<file path="config.mk">
export PLATFORM = sky130hd
export DESIGN_NAME = opl3_timer_status
export DESIGN_NICKNAME = d
export VERILOG_FILES = /design/src/rtl/opl3_timer_status.sv
export SDC_FILE = /design/constraint.sdc
export NUM_CORES = 1
export LEC_CHECK = 0
export BUFFER_PORTS_ARGS = -buffer_cell sky130_fd_sc_hd__buf_2
export CAP_MARGIN = 20
export CELL_PAD_IN_SITES_DETAIL_PLACEMENT = 1
export CELL_PAD_IN_SITES_GLOBAL_PLACEMENT = 2
export CORE_ASPECT_RATIO = 0.9
export CORE_MARGIN = 5
export CORE_UTILIZATION = 34
export CTS_CLUSTER_SIZE = 10
export DETAILED_ROUTE_END_ITERATION = 12
export PLACE_DENSITY_LB_ADDON = 0.1
export SLEW_MARGIN = 20
export SYNTH_ARGS = -nofsm -noshare
export SYNTH_HDL_FRONTEND = slang
export SYNTH_SLANG_ARGS = --single-unit
</file>
<file path="constraint.sdc">
create_clock -name clk -period 2.3 [get_ports clk]
set_input_delay 0.115 -clock clk [delete_from_list [all_inputs] [get_ports clk]]
set_output_delay 0.115 -clock clk [all_outputs]
set_load 0.02 [all_outputs]
</file>
<file path="src/rtl/opl3_timer_status.sv">
// OPL3 interval timers (T1/T2), their overflow flags and the IRQ/status word.
// Consumes the bank-0 register-write stream; all outputs are registered.
package opl3_timer_status_pkg;
  localparam int REG_FILE_DATA_WIDTH = 8;
  localparam int REG_ADDR_WIDTH      = 8;

  typedef struct packed {
    logic                           valid;
    logic                           bank_num;
    logic [REG_ADDR_WIDTH-1:0]      address;
    logic [REG_FILE_DATA_WIDTH-1:0] data;
  } opl3_reg_wr_t;
endpackage

// One interval timer: 8-bit up-counter with preset reload and its overflow flag.
module opl3_timer_ch (
  input  logic       clk,
  input  logic       reset,
  input  logic       tick,
  input  logic       start_q,
  input  logic       start_d,
  input  logic       mask_d,
  input  logic       force_ovf,
  input  logic       irq_clr,
  input  logic [7:0] preset,
  output logic       flag_d
);
  logic [7:0] cnt_q, cnt_d;
  logic       flag_q;
  logic       ovf;

  assign ovf = start_q && tick && (cnt_q == 8'hFF);

  always_comb begin
    cnt_d = cnt_q;
    if (start_d && !start_q)
      cnt_d = preset;
    else if (start_q && tick)
      cnt_d = ovf ? preset : cnt_q + 8'd1;
  end

  // Priority: IRQ-reset clear < overflow/force set < mask.
  always_comb begin
    flag_d = flag_q;
    if (irq_clr)          flag_d = 1'b0;
    if (ovf || force_ovf) flag_d = 1'b1;
    if (mask_d)           flag_d = 1'b0;
  end

  always_ff @(posedge clk) begin
    if (reset) begin
      cnt_q  <= '0;
      flag_q <= 1'b0;
    end else begin
      cnt_q  <= cnt_d;
      flag_q <= flag_d;
    end
  end
endmodule

module opl3_timer_status
  import opl3_timer_status_pkg::*;
#(
  parameter int unsigned T1_TICK_SAMPLES = 4,
  parameter int unsigned T2_TICK_SAMPLES = 16
) (
  input  logic                           clk,
  input  logic                           reset,
  input  logic                           sample_clk_en,
  input  opl3_reg_wr_t                   opl3_reg_wr,
  input  logic                           force_timer_overflow,
  output logic [REG_FILE_DATA_WIDTH-1:0] status,
  output logic                           irq_n
);
  localparam int NUM_TMR = 2;
  localparam int PW      = (T2_TICK_SAMPLES > 1) ? $clog2(T2_TICK_SAMPLES) : 1;
  localparam logic [PW-1:0] T1_MASK = PW'(T1_TICK_SAMPLES - 1);
  localparam logic [PW-1:0] T2_LAST = PW'(T2_TICK_SAMPLES - 1);

  // Index 0 is T1, index 1 is T2.
  logic [NUM_TMR-1:0][7:0] preset_q, preset_d;
  logic [NUM_TMR-1:0]      start_q, start_d;
  logic [NUM_TMR-1:0]      mask_q, mask_d;
  logic [NUM_TMR-1:0]      tick, flag_d;
  logic                    irq_clr;
  logic [PW-1:0]           presc_q, presc_d;
  logic [REG_FILE_DATA_WIDTH-1:0] status_q, status_d;
  logic                    irq_n_q;
  logic                    wr_bank0;

  assign wr_bank0 = opl3_reg_wr.valid && !opl3_reg_wr.bank_num;

  always_comb begin
    preset_d = preset_q;
    start_d  = start_q;
    mask_d   = mask_q;
    irq_clr  = 1'b0;
    if (wr_bank0) begin
      case (opl3_reg_wr.address)
        8'h02: preset_d[0] = opl3_reg_wr.data;
        8'h03: preset_d[1] = opl3_reg_wr.data;
        8'h04: begin
          if (opl3_reg_wr.data[7]) begin
            irq_clr = 1'b1;
          end else begin
            mask_d[0]  = opl3_reg_wr.data[6];
            mask_d[1]  = opl3_reg_wr.data[5];
            start_d[1] = opl3_reg_wr.data[1];
            start_d[0] = opl3_reg_wr.data[0];
          end
        end
        default: ;
      endcase
    end
  end

  // Free-running prescaler; power-of-two period so natural wrap is the modulus.
  assign presc_d = sample_clk_en ? presc_q + PW'(1) : presc_q;
  assign tick[0] = sample_clk_en && ((presc_q & T1_MASK) == T1_MASK);
  assign tick[1] = sample_clk_en && (presc_q == T2_LAST);

  for (genvar g = 0; g < NUM_TMR; g++) begin : g_tmr
    opl3_timer_ch u_ch (
      .clk       (clk),
      .reset     (reset),
      .tick      (tick[g]),
      .start_q   (start_q[g]),
      .start_d   (start_d[g]),
      .mask_d    (mask_d[g]),
      .force_ovf (force_timer_overflow),
      .irq_clr   (irq_clr),
      .preset    (preset_q[g]),
      .flag_d    (flag_d[g])
    );
  end

  assign status_d = {(|flag_d), flag_d[0], flag_d[1], {(REG_FILE_DATA_WIDTH-3){1'b0}}};

  always_ff @(posedge clk) begin
    if (reset) begin
      preset_q <= '0;
      start_q  <= '0;
      mask_q   <= '0;
      presc_q  <= '0;
      status_q <= '0;
      irq_n_q  <= 1'b1;
    end else begin
      preset_q <= preset_d;
      start_q  <= start_d;
      mask_q   <= mask_d;
      presc_q  <= presc_d;
      status_q <= status_d;
      irq_n_q  <= !(|flag_d);
    end
  end

  assign status = status_q;
  assign irq_n  = irq_n_q;
endmodule
</file>
After elaboration in Yosys (flattened, before gate mapping). Cells that the tools add are included.

Bitwise logic cells: 0. $mul: 0. Mux-type cells: 21. Equal/unequal tests: 7. Order comparisons: 0. Reduce and logical (&&, ||, !) cells: 20. Shift operators: 0. Divide/modulo/power cells: 0. Add/sub/neg operators: 3.

Operators with widths (count): $mux 8 (6); $add 8x1->8 const B (2); $eq 8x2->1 const B (2); $eq 8x8->1 const B (2); $mux 2 (6); $logic_and 1x1->1 (9); $mux 1 (9); $eq 8x3->1 const B (1); $add 4x1->4 const B (1); $eq 4x4->1 const B (1); $logic_not 1->1 (4); $reduce_and 2->1 (2); $reduce_bool 2->1 (2); $eq 2x2->1 const B (1); $logic_or 1x1->1 (2); $reduce_or 2->1 (1).

Register bits: 51. Bits in latches: 0. Memories: 0. Output and inout port bits: 9. Input port bits: 22. RAM bits: 0. Bits in read-only memories: 0.

Longest topological paths before layout.
Depth after elaboration: 9. Depth in mapped cells: 6. Gate-level depth less buffers: 6.

Cells and area by module. A second synthesis with hierarchy kept.

Cell total of the unflattened synthesis: 269. Area, all modules: 2436.1 um^2.

By module, submodules not included: opl3_timer_status (times used 1, sequential area each 560.5 um^2, area each 1307.5 um^2, cells each 132); opl3_timer_ch (g_tmr[1].u_ch) (times used 1, sequential area each 180.2 um^2, area each 578.1 um^2, cells each 70); opl3_timer_ch (g_tmr[0].u_ch) (times used 1, sequential area each 180.2 um^2, area each 550.5 um^2, cells each 67).

Worst setup path before layout. Ideal clock, no wire load.

Path type: register to register. Start: reg presc_q[0]. End: reg g_tmr[0].u_ch.cnt_q[1]. Arrival time: 1.490 ns. Stages on the path, launching flop included: 6. Buffers on the path: 0. Clock period less this slack: 1.594 ns. Path slack: 0.706 ns. Cells stage by stage: dfxtp_1 ha_1 nand3_2 o32ai_4 nor3_1 a2111oi_2.

Longest elaborated chain between the ends: 7.

Ends and longest elaborated chain: from (decl) (line 86) `logic [PW-1:0] presc_q, presc_d;`; from (signal assigned) (line 151) `presc_q <= presc_d;`; $eq 2x2->1 * (line 119) `assign tick[0] = sample_clk_en && ((presc_q & T1_MASK) == T1_MASK);`; $logic_and 1x1->1 * (line 119); $logic_and 1x1->1 * (line 32, 38); $logic_and 1x1->1 (line 32) `assign ovf = start_q && tick && (cnt_q == 8'hFF);`; $mux 8 (line 39) `cnt_d = ovf ? preset : cnt_q + 8'd1;`; $mux 8 (line 38) `else if (start_q && tick)`; $mux 8 (line 36) `if (start_d && !start_q)`; to (signal assigned) (line 55) `cnt_q <= cnt_d;`; to (decl) (line 28) `logic [7:0] cnt_q, cnt_d;`.

Every way passes the cells marked *; elsewhere a longest branch is shown, timed or not. The select of a mux whose other input is x is not followed. A chain may end at the register's enable or synchronous reset.

Final worst setup path.
Start: reg presc_q[0]. End: reg g_tmr[0].u_ch.cnt_q[0].

Same word-level chain as after synthesis.

==> metrics.md <==
| Metric | Value |
|---|---|
| Period Utilization, post-route | `82.60%` |
| M1 GR Usage | `21.97%` |
| Post-cts sizing count | `0` |
| Sinks on Clock Net | `44` |
| Via density | `5.074` |
| GRT Overall Usage | `14.87%` |
| DRC violations left | `0` |
| Die area | `0.008080 mm2` |
| Yosys reg bits | `44` |
| TritonCTS clock tree | `built` |
| # hold bufs at CTS | `0` |
| Clk buf depth | `2` |
| Die height | `85.78 um` |
| CP Buf/Inv Count | `0` |
| Routability cong. | `0.7436` |
| Post-synthesis sequential area ratio | `40.60%` |
| Slowest-stage cell, CP | `nor3_1` |
| Clk_lat worst skew | `300 ps` |
| PwrDens | `553.2 mW/mm2` |
| Synth Instances | `239` |
| Register area | `880.8 um2` |
| First-pass GRT wire length | `9.466 mm` |
| Yosys cell types | `53` |
| Vias in the first global route | `1825` |
| Hold WC Path Type | `input port to flip-flop` |
| IO buf count | `25` |
| Reg clk slew, reported paths | `80 ps` |
| Tmin final | `1900 ps` |
| Num rows | `27` |
| Layout cells sized above 1 | `18.94%` |
| Post-Syn Area | `0.002170 mm2` |
| CTS root buf | `clkbuf_8` |
| Placed cell area | `0.002354 mm2` |
| # IOs | `31` |
| Fmax | `526.4 MHz` |
| R2r startpoint | `presc_q[0]` |
| Ys async rst share | `0%` |
| Multi-input logic area | `0.001194 mm2` |
| Hold Vio Cnt, Final | `0` |
| Htree depth | `2` |
| GRT Max-Usage Layer | `met1` |
| Via count | `1781` |
| Worst Setup End Kind | `flip-flop` |
| Total congestion overflow | `0` |
| CP Class | `flip-flop to flip-flop` |
| Diodes inserted | `0` |
| Main synth FF type | `dfxtp_1` |
| Slowest Stage Delay on Critical Path | `450 ps` |
| Final TNS setup | `0 ps` |
| Drt pass-1 iters | `4` |
| TritonCTS buffer count | `5` |
| Placed cell count | `344` |
| RSZ-0062 raised after global routing | `no` |
| Worst Hold Depth | `3` |
| Initial detailed-routing violation count | `59` |
| Fin util | `39.54%` |
| Max-Cap Viols | `0` |
| Worst-path fanout max | `10` |
| Area delta synth->final | `12.05%` |
| Worst Path Arrival | `2080 ps` |
| CORE AREA | `0.006148 mm2` |
| Design area | `0.002431 mm2` |
| Finished Layout Cells | `351` |
| Status | `finished clean` |
| Most common cell after layout, fill and taps aside | `dfxtp_1` |
| Post-CTS setup buffer count | `0` |
| Most frequent cells in the layout | `dfxtp_1, nor2_1, buf_2` |
| WL final | `5.538 mm` |
| Die W | `94.20 um` |
| DP Wirelength | `4.198 mm` |
| Hold Path End | `preset_q[4]` |
| Nets@finish | `289` |
| Worst R2R End | `g_tmr[0].u_ch.cnt_q[0]` |
| R2r setup slk | `400 ps` |
| Max-slew violations | `0` |
| Critical hold path startpoint | `opl3_reg_wr[4]` |
| Reg2Reg Depth | `6` |
| Initial Utilization | `35.29%` |
| Clk_skew | `3.338 ps` |
| Largest net degree at the start of global routing | `30` |
| Fillers | `754` |
| Worst path required time | `2480 ps` |
| Initial antenna violation count | `0` |
| M3 GR Usage | `4.035%` |
| Syn_area_per_cell | `9.078 um2` |
| Crit path max-delay family | `simple AND/OR/NAND/NOR gates` |
| Syn. warnings | `0` |
| EDFF count, synth | `0` |
| CP Cell Sequence | `ha_1 > nand3_2 > nor3_1 > nor2b_1 > a22oi_1 > a21oi_1` |
| Leak pwr | `0.9980 nW` |
| Final ANT Viol Nets | `0` |
| Met2 Usage GRT | `20.94%` |
| Maximum VDD drop | `0.0002779 V` |
| Routed WL per cell | `15.78 um` |
| CP Launch Type | `flip-flop` |
| Final setup fails | `0` |
[final cells by class]
class	count	share of cell area, %
repair buffers	29	6.382
clock buffers	6	2.985
flip-flops and latches	44	36.23
well taps	87	4.478
inverters	4	0.6176
clock inverters	1	0.2059
multi-input cells	180	49.10
[routing by layer]
| layer | routed length, um | part of all wire (%) |
|---|---|---|
| met5 | 0 | 0 |
| met4 | 48 | 0.87 |
| met3 | 273 | 4.9 |
| met2 | 2257 | 41 |
| met1 | 2959 | 53 |
[flip-flops by register name (all words and copies together) (netlist names)]
signal	flops
status	3
presc_q	4
start_q	2
g_tmr.u_ch.cnt_q	16
preset_q	16
irq_n	1
mask_q	2
[per-stage QoR]
step | hold WS [ps] | power, mW | setup slack, ps
after floorplan | 258.9 | 0.8565 | 706.1
after global placement | 372.9 | 0.8910 | 366.9
after detailed placement | 387.3 | 0.8915 | 364.1
after CTS | 69.97 | 1.367 | 350.5
after global routing | 70.34 | 1.409 | 196.4
final | 76.32 | 1.345 | 400.3
[cell usage after synthesis, types with 4 or more instances]
cell type  number  area [um2]
nor2_1         36       135.1
o21ai_0         4       20.02
inv_1           4       15.01
buf_4           8       60.06
clkbuf_1        5       18.77
a21oi_1        11       55.05
dfxtp_1        44       880.8
nor3_1          5       25.02
nand2_1        18       67.56
nand4_1         9       56.30
nand3_1        10       50.05
a211oi_1        4       30.03
mux2i_1        21       210.2
[power by group]
| part | switching (mW) | total [mW] | internal [mW] |
|---|---|---|---|
| combinational | 0.0612 | 0.0956 | 0.0343 |
| sequential | 0.00574 | 0.776 | 0.771 |
| clock | 0.266 | 0.473 | 0.207 |
[worst register-to-register path: stages (launching register included)]
cell     delay (ps)
dfxtp_1         370
ha_1            240
nand3_2         230
nor3_1          450
nor2b_1         200
a22oi_1         200
a21oi_1          80
[kinds of logic after synthesis]
logic type,count (synthesis),share of synthesized area (%)
buf+inv,19,5.075
mux,22,10.21
fa+ha+maj,3,1.730
compound gates,37,12.63
simple gates,109,27.97
xor+xnor,4,1.615
flops,44,40.60
other cells,1,0.1728
[how the worst max path moves through the flow]
| stage | cells after the start | slack [ps] | startpoint | endpoint |
|---|---|---|---|---|
| 2_1_floorplan | 5 | 710 | presc_q[0] | g_tmr[0].u_ch.cnt_q[1] |
| 3_3_place_gp | 6 | 370 | g_tmr[0].u_ch.cnt_q[0] | g_tmr[0].u_ch.cnt_q[0] |
| 3_5_place_dp | 6 | 360 | presc_q[0] | g_tmr[0].u_ch.cnt_q[0] |
| 4_1_cts | 6 | 350 | presc_q[0] | g_tmr[0].u_ch.cnt_q[0] |
| 5_1_grt | 6 | 200 | presc_q[0] | g_tmr[0].u_ch.cnt_q[0] |
| 6_report | 6 | 400 | presc_q[0] | g_tmr[0].u_ch.cnt_q[0] |
No activity file was read; power rests on OpenSTA's default activity.
